## src/rtl/fwd_pkg.sv

```systemverilog
// Shared types and encodings for the EX-stage forwarding and load-use hazard unit.
package fwd_pkg;

    // Shadow stages hold register indices at this fixed width; narrower indices are zero-extended.
    localparam int RD_W = 8;

    typedef enum logic [2:0] {
        FWD_REG   = 3'b000,
        FWD_IMM   = 3'b001,
        FWD_PC    = 3'b010,
        FWD_EXMEM = 3'b110,
        FWD_MEMWB = 3'b101
    } fwd_sel_e;

    localparam logic       ALUSRC_A_RS1 = 1'b0;
    localparam logic       ALUSRC_A_PC  = 1'b1;
    localparam logic [1:0] ALUSRC_B_RS2 = 2'b00;
    localparam logic [1:0] ALUSRC_B_IMM = 2'b01;
    localparam logic [1:0] ALUSRC_B_PC  = 2'b10;

    typedef enum logic [1:0] {
        SRC_REG = 2'd0,
        SRC_IMM = 2'd1,
        SRC_PC  = 2'd2
    } src_kind_e;

    typedef struct packed {
        logic            valid;
        logic [RD_W-1:0] rd;
        logic            regwrite;
        logic            memread;
    } stage_t;

endpackage

```

## src/rtl/fwd_match.sv

```systemverilog
// Per-operand select and load-hit logic, evaluated in ID against the EX and MEM shadow stages.
module fwd_match
    import fwd_pkg::*;
(
    input  logic [RD_W-1:0] rs,
    input  src_kind_e       kind,
    input  stage_t          ex_stage,
    input  stage_t          mem_stage,
    output logic [2:0]      sel_next,
    output logic            load_hit
);

    logic ex_hit;
    logic mem_hit;
    logic unused_mem_memread;

    assign unused_mem_memread = mem_stage.memread;

    always_comb begin
        // NOTE: every output gets a default first, so no path through this block can infer a latch.
        sel_next = FWD_REG;
        ex_hit   = (rs != '0) && ex_stage.valid && ex_stage.regwrite && (ex_stage.rd == rs);
        mem_hit  = (rs != '0) && mem_stage.valid && mem_stage.regwrite && (mem_stage.rd == rs);
        load_hit = (kind == SRC_REG) && (rs != '0) && ex_stage.valid && ex_stage.memread
                   && (ex_stage.rd == rs);

        if (kind == SRC_IMM) begin
            sel_next = FWD_IMM;
        end else if (kind == SRC_PC) begin
            sel_next = FWD_PC;
        end else if (ex_hit) begin
            sel_next = FWD_EXMEM;
        end else if (mem_hit) begin
            sel_next = FWD_MEMWB;
        end
    end

endmodule

```

## src/rtl/forward_hazard_unit.sv

```systemverilog
// Registers EX operand forwarding selects and inserts one bubble on a load-use hazard.
// Define FWD_STALL_CNT_EN to add the saturating stall_count_o counter.
module forward_hazard_unit
    import fwd_pkg::*;
#(
    parameter int REG_ADDR_W = 5,
    parameter int XLEN       = 32
) (
    input  logic                  clk,
    input  logic                  reset,
    input  logic                  id_valid,
    input  logic [REG_ADDR_W-1:0] id_rs1,
    input  logic [REG_ADDR_W-1:0] id_rs2,
    input  logic [REG_ADDR_W-1:0] id_rd,
    input  logic                  id_regwrite,
    input  logic                  id_memread,
    input  logic                  id_alusrc_a,
    input  logic [1:0]            id_alusrc_b,
    input  logic                  flush_i,
    output logic [2:0]            sel_ForwardA,
    output logic [2:0]            sel_ForwardB,
    output logic                  stall_o,
    output logic                  ex_bubble_o
`ifdef FWD_STALL_CNT_EN
    ,
    output logic [XLEN-1:0]       stall_count_o
`endif
);

    stage_t          ex_q;
    stage_t          mem_q;
    stage_t          wb_q;
    stage_t          id_stage;
    logic [RD_W-1:0] rs1_ext;
    logic [RD_W-1:0] rs2_ext;
    src_kind_e       kind_a;
    src_kind_e       kind_b;
    logic [2:0]      sel_a_next;
    logic [2:0]      sel_b_next;
    logic            load_hit_a;
    logic            load_hit_b;
    logic            insert_bubble;
    logic            unused_wb;

    always_comb begin
        rs1_ext                   = '0;
        rs2_ext                   = '0;
        rs1_ext[REG_ADDR_W-1:0]   = id_rs1;
        rs2_ext[REG_ADDR_W-1:0]   = id_rs2;
        id_stage                  = '0;
        id_stage.valid            = 1'b1;
        id_stage.rd[REG_ADDR_W-1:0] = id_rd;
        id_stage.regwrite         = id_regwrite;
        id_stage.memread          = id_memread;

        kind_a = (id_alusrc_a == ALUSRC_A_PC) ? SRC_PC : SRC_REG;
        // Encoding 11 on operand B falls through to the register path.
        case (id_alusrc_b)
            ALUSRC_B_IMM: kind_b = SRC_IMM;
            ALUSRC_B_PC:  kind_b = SRC_PC;
            default:      kind_b = SRC_REG;
        endcase
    end

    fwd_match u_match_a (
        .rs        (rs1_ext),
        .kind      (kind_a),
        .ex_stage  (ex_q),
        .mem_stage (mem_q),
        .sel_next  (sel_a_next),
        .load_hit  (load_hit_a)
    );

    fwd_match u_match_b (
        .rs        (rs2_ext),
        .kind      (kind_b),
        .ex_stage  (ex_q),
        .mem_stage (mem_q),
        .sel_next  (sel_b_next),
        .load_hit  (load_hit_b)
    );

    // A flush kills the ID instruction, so it can never be the consumer of a hazard.
    assign stall_o       = id_valid & ~flush_i & (load_hit_a | load_hit_b);
    assign insert_bubble = stall_o | flush_i | ~id_valid;

    // Write-back slot is kept for visibility of the full shadow pipeline; nothing consumes it yet.
    assign unused_wb = ^wb_q;

    always_ff @(posedge clk or posedge reset) begin
        // NOTE: sequential state uses non-blocking assignments so all stages shift on the same edge.
        if (reset) begin
            ex_q         <= '0;
            mem_q        <= '0;
            wb_q         <= '0;
            sel_ForwardA <= FWD_REG;
            sel_ForwardB <= FWD_REG;
            ex_bubble_o  <= 1'b1;
        end else begin
            wb_q  <= mem_q;
            mem_q <= ex_q;
            if (insert_bubble) begin
                ex_q         <= '0;
                sel_ForwardA <= FWD_REG;
                sel_ForwardB <= FWD_REG;
                ex_bubble_o  <= 1'b1;
            end else begin
                ex_q         <= id_stage;
                sel_ForwardA <= sel_a_next;
                sel_ForwardB <= sel_b_next;
                ex_bubble_o  <= 1'b0;
            end
        end
    end

`ifdef FWD_STALL_CNT_EN
    always_ff @(posedge clk or posedge reset) begin
        if (reset) begin
            stall_count_o <= '0;
        end else if (stall_o && (stall_count_o != '1)) begin
            stall_count_o <= stall_count_o + 1'b1;
        end
    end
`endif

endmodule

```

## config.mk

```make
export PLATFORM = sky130hd
export DESIGN_NAME = forward_hazard_unit
export DESIGN_NICKNAME = d
export VERILOG_FILES = /design/src/rtl/fwd_pkg.sv /design/src/rtl/fwd_match.sv /design/src/rtl/forward_hazard_unit.sv
export SDC_FILE = /design/constraint.sdc
export NUM_CORES = 1
export LEC_CHECK = 0
export ABC_AREA = 1
export BUFFER_PORTS_ARGS = -buffer_cell sky130_fd_sc_hd__clkbuf_2
export CORE_ASPECT_RATIO = 1.2
export CORE_MARGIN = 8
export CORE_UTILIZATION = 46
export CTS_CLUSTER_DIAMETER = 80
export DETAILED_ROUTE_END_ITERATION = 10
export MAX_ROUTING_LAYER = met4
export PLACE_DENSITY_LB_ADDON = 0.08
export SLEW_MARGIN = 20
export SYNTH_ARGS = -nofsm -noshare
export SYNTH_HDL_FRONTEND = slang
export SYNTH_HIERARCHICAL = 1
export SYNTH_SLANG_ARGS = --single-unit
```

## constraint.sdc

```tcl
create_clock -name clk -period 3.1 [get_ports clk]
set_input_delay 0.62 -clock clk [delete_from_list [all_inputs] [get_ports clk]]
set_output_delay 0.62 -clock clk [all_outputs]
set_load 0.02 [all_outputs]
```

==> run summary <==
P_int - 0.000443 W
Mapped Cells - 303
Sw frac - 29.6%
Clock power frac - 28.0%
Die W - 73.4 um
Crit-path max FO - 5
Number of sinks on the clock net - 22
Final Hold Viols - 0
Placer Congestion - 0.790
Post-Syn Area - 0.00182 mm^2
Wirelength, routed - 3.65 mm
CTS buffer count - 3
GRT Resource Usage Total - 13.7%
P_sw - 0.000186 W
Worst-Skew Late Latency - 0.25 ns
TritonCTS clock tree - built
Worst Hold Class - reg2reg
Post-CTS Hold Buffers - 0
IO buf count - 31
# Max-Cap Violations - 0
Clk buf depth - 2
Clk slew on worst S/H paths - 0.07 ns
Power per cell area - 277 mW/mm^2
DR vias - 1726
Initial antenna violation count - 0
Starting Density - 46.8%
Reg power frac - 48.8%
Req. time, crit path - 2.48 ns
Worst setup SP type - input port
Max-slew violation count - 0
# fillers - 407
Outcome - completed
Ant diodes - 0
Drt pass-1 iters - 5
CP arrival - 1.74 ns
Net total in the final layout - 417
H-tree levels - 1
Average wire per standard cell - 8.17 um
VDD IR max - 0.361 mV
Total gr overflow - 0
Fin crit period - 2.36 ns
Warnings from Yosys - 6
Reg2Reg Depth - 8
Die footprint - 0.00622 mm^2
RSZ-0062 raised after global routing - no
Final Setup Violations - 0
Vias in the first global route - 1696
F_max - 424 MHz
Mean area per synthesized cell - 5.99 um^2
P_leak - 1.23 nW
Slew HR - 43.4%
Largest net degree at the start of global routing - 23
Crit. End Element - output port
Post-CTS Resized - 0
Combinational fraction of design power - 23.2%
Overall Power - 0.000629 W
First-pass GRT wire length - 6.77 mm
Critical path type - in2out
Boundary Pins - 32
Post-DP HPWL - 3.14 mm
Final setup TNS - 0 ns
DRC - 0
Core area - 0.00388 mm^2
R2R setup slack - 1.31 ns
Final Cycle Share - 76.1%
Die Span Y - 84.8 um
Std cell rows - 25
Slew @ Worst Pin - 0.848 ns
Routed Antenna Nets - 0
Layout cells sized above 1 - 19.1%
Via/cell ratio - 3.87
Root Buffer - clkbuf_8
Worst Hold Depth - 0
Initial drt markers - 52
P&R area growth vs syn - 25.0%
Max Clock Skew - 0.00346 ns
Post-CTS Setup Inserts - 0
==> layout make-up <==
cell class	count	area, um^2	share of cell area [%]
inverter	75	282	12.4
tap	54	67.6	2.98
sequential	22	552	24.3
multi-input combinational	260	1170	51.5
timing repair buffer	31	155	6.84
clock buffer	4	45.0	1.98
==> power by group through the flow <==
stage / combinational [W] / sequential (W) / clock [W]
detailed placement: 0.000143 / 0.000313 / 0
global route: 0.000174 / 0.000309 / 0.000195
CTS: 0.000144 / 0.000307 / 0.000183
floorplan: 0.000108 / 0.000312 / 0
global placement: 0.000142 / 0.000313 / 0
finish: 0.000146 / 0.000307 / 0.000176
==> sequential cells by signal, summed over array words and instances, names as in the netlist <==
name / count
ex_q: 8
mem_q: 7
sel_ForwardB: 3
ex_bubble_o: 1
sel_ForwardA: 3
==> routing by layer <==
| metal | part of all wire (%) | global-route usage [%] | vias up |
|---|---|---|---|
| met5 | 0 | - | - |
| met4 | 0.74 | 3.28 | 0 |
| met3 | 3.0 | 2.12 | 2 |
| met2 | 51 | 24.3 | 18 |
| met1 | 46 | 15.4 | 712 |
| li1 | - | - | 994 |
==> metrics by stage <==
step / hold WS [ns] / utilization, % / setup slack (ns) / std cells / cell area (um^2)
floorplan: 0.374 / - / 0.981 / 358 / 2020
global placement: 0.390 / 57.4 / 0.746 / 442 / 2220
detailed placement: 0.401 / 57.4 / 0.727 / 442 / 2220
CTS: 0.418 / 58.5 / 0.723 / 446 / 2270
global route: 0.434 / 58.5 / 0.628 / 446 / 2270
finish: 0.408 / 58.5 / 0.740 / 446 / 2270
==> path summary, 6_finish.rpt <==
| check | start | end |
|---|---|---|
| min in group asynchronous | reset | ex_q[5]$_DFF_PP0_ |
| worst max-delay path | id_rs2[4] | stall_o |
| worst min-delay path | ex_q[1]$_DFF_PP0_ | mem_q[1]$_DFF_PP0_ |
| max in group asynchronous | reset | mem_q[10]$_DFF_PP0_ |
| worst min register to register | ex_q[1]$_DFF_PP0_ | mem_q[1]$_DFF_PP0_ |
| worst max register to register | ex_q[5]$_DFF_PP0_ | ex_q[5]$_DFF_PP0_ |
==> worst max-delay path, cell delays in order <==
cell	delay, ns
clkbuf_2	0.14
nor2_1	0.06
nand2_1	0.07
nor2_2	0.06
nor3_1	0.13
nand3_1	0.09
nor3_1	0.20
nor2_2	0.09
nor2_1	0.11
clkbuf_2	0.17
==> cells in the final DEF, fill, tap and decap left out <==
cell and n:
and3_1 2, nand3_1 10, inv_1 60, nand2_2 3, o211ai_1 2, inv_2 15
dfstp_2 1, a21oi_1 2, dfrtp_1 21, nor3_2 2, clkbuf_2 31, xnor2_1 6
clkbuf_8 3, or2_0 2, conb_1 56, clkbuf_1 1, nand4_1 2, nor2_4 8
a21oi_2 4, nand2_1 113, nor2_2 8, nor3_1 4, nor2_1 36
Power figures use the tool's default switching activity.
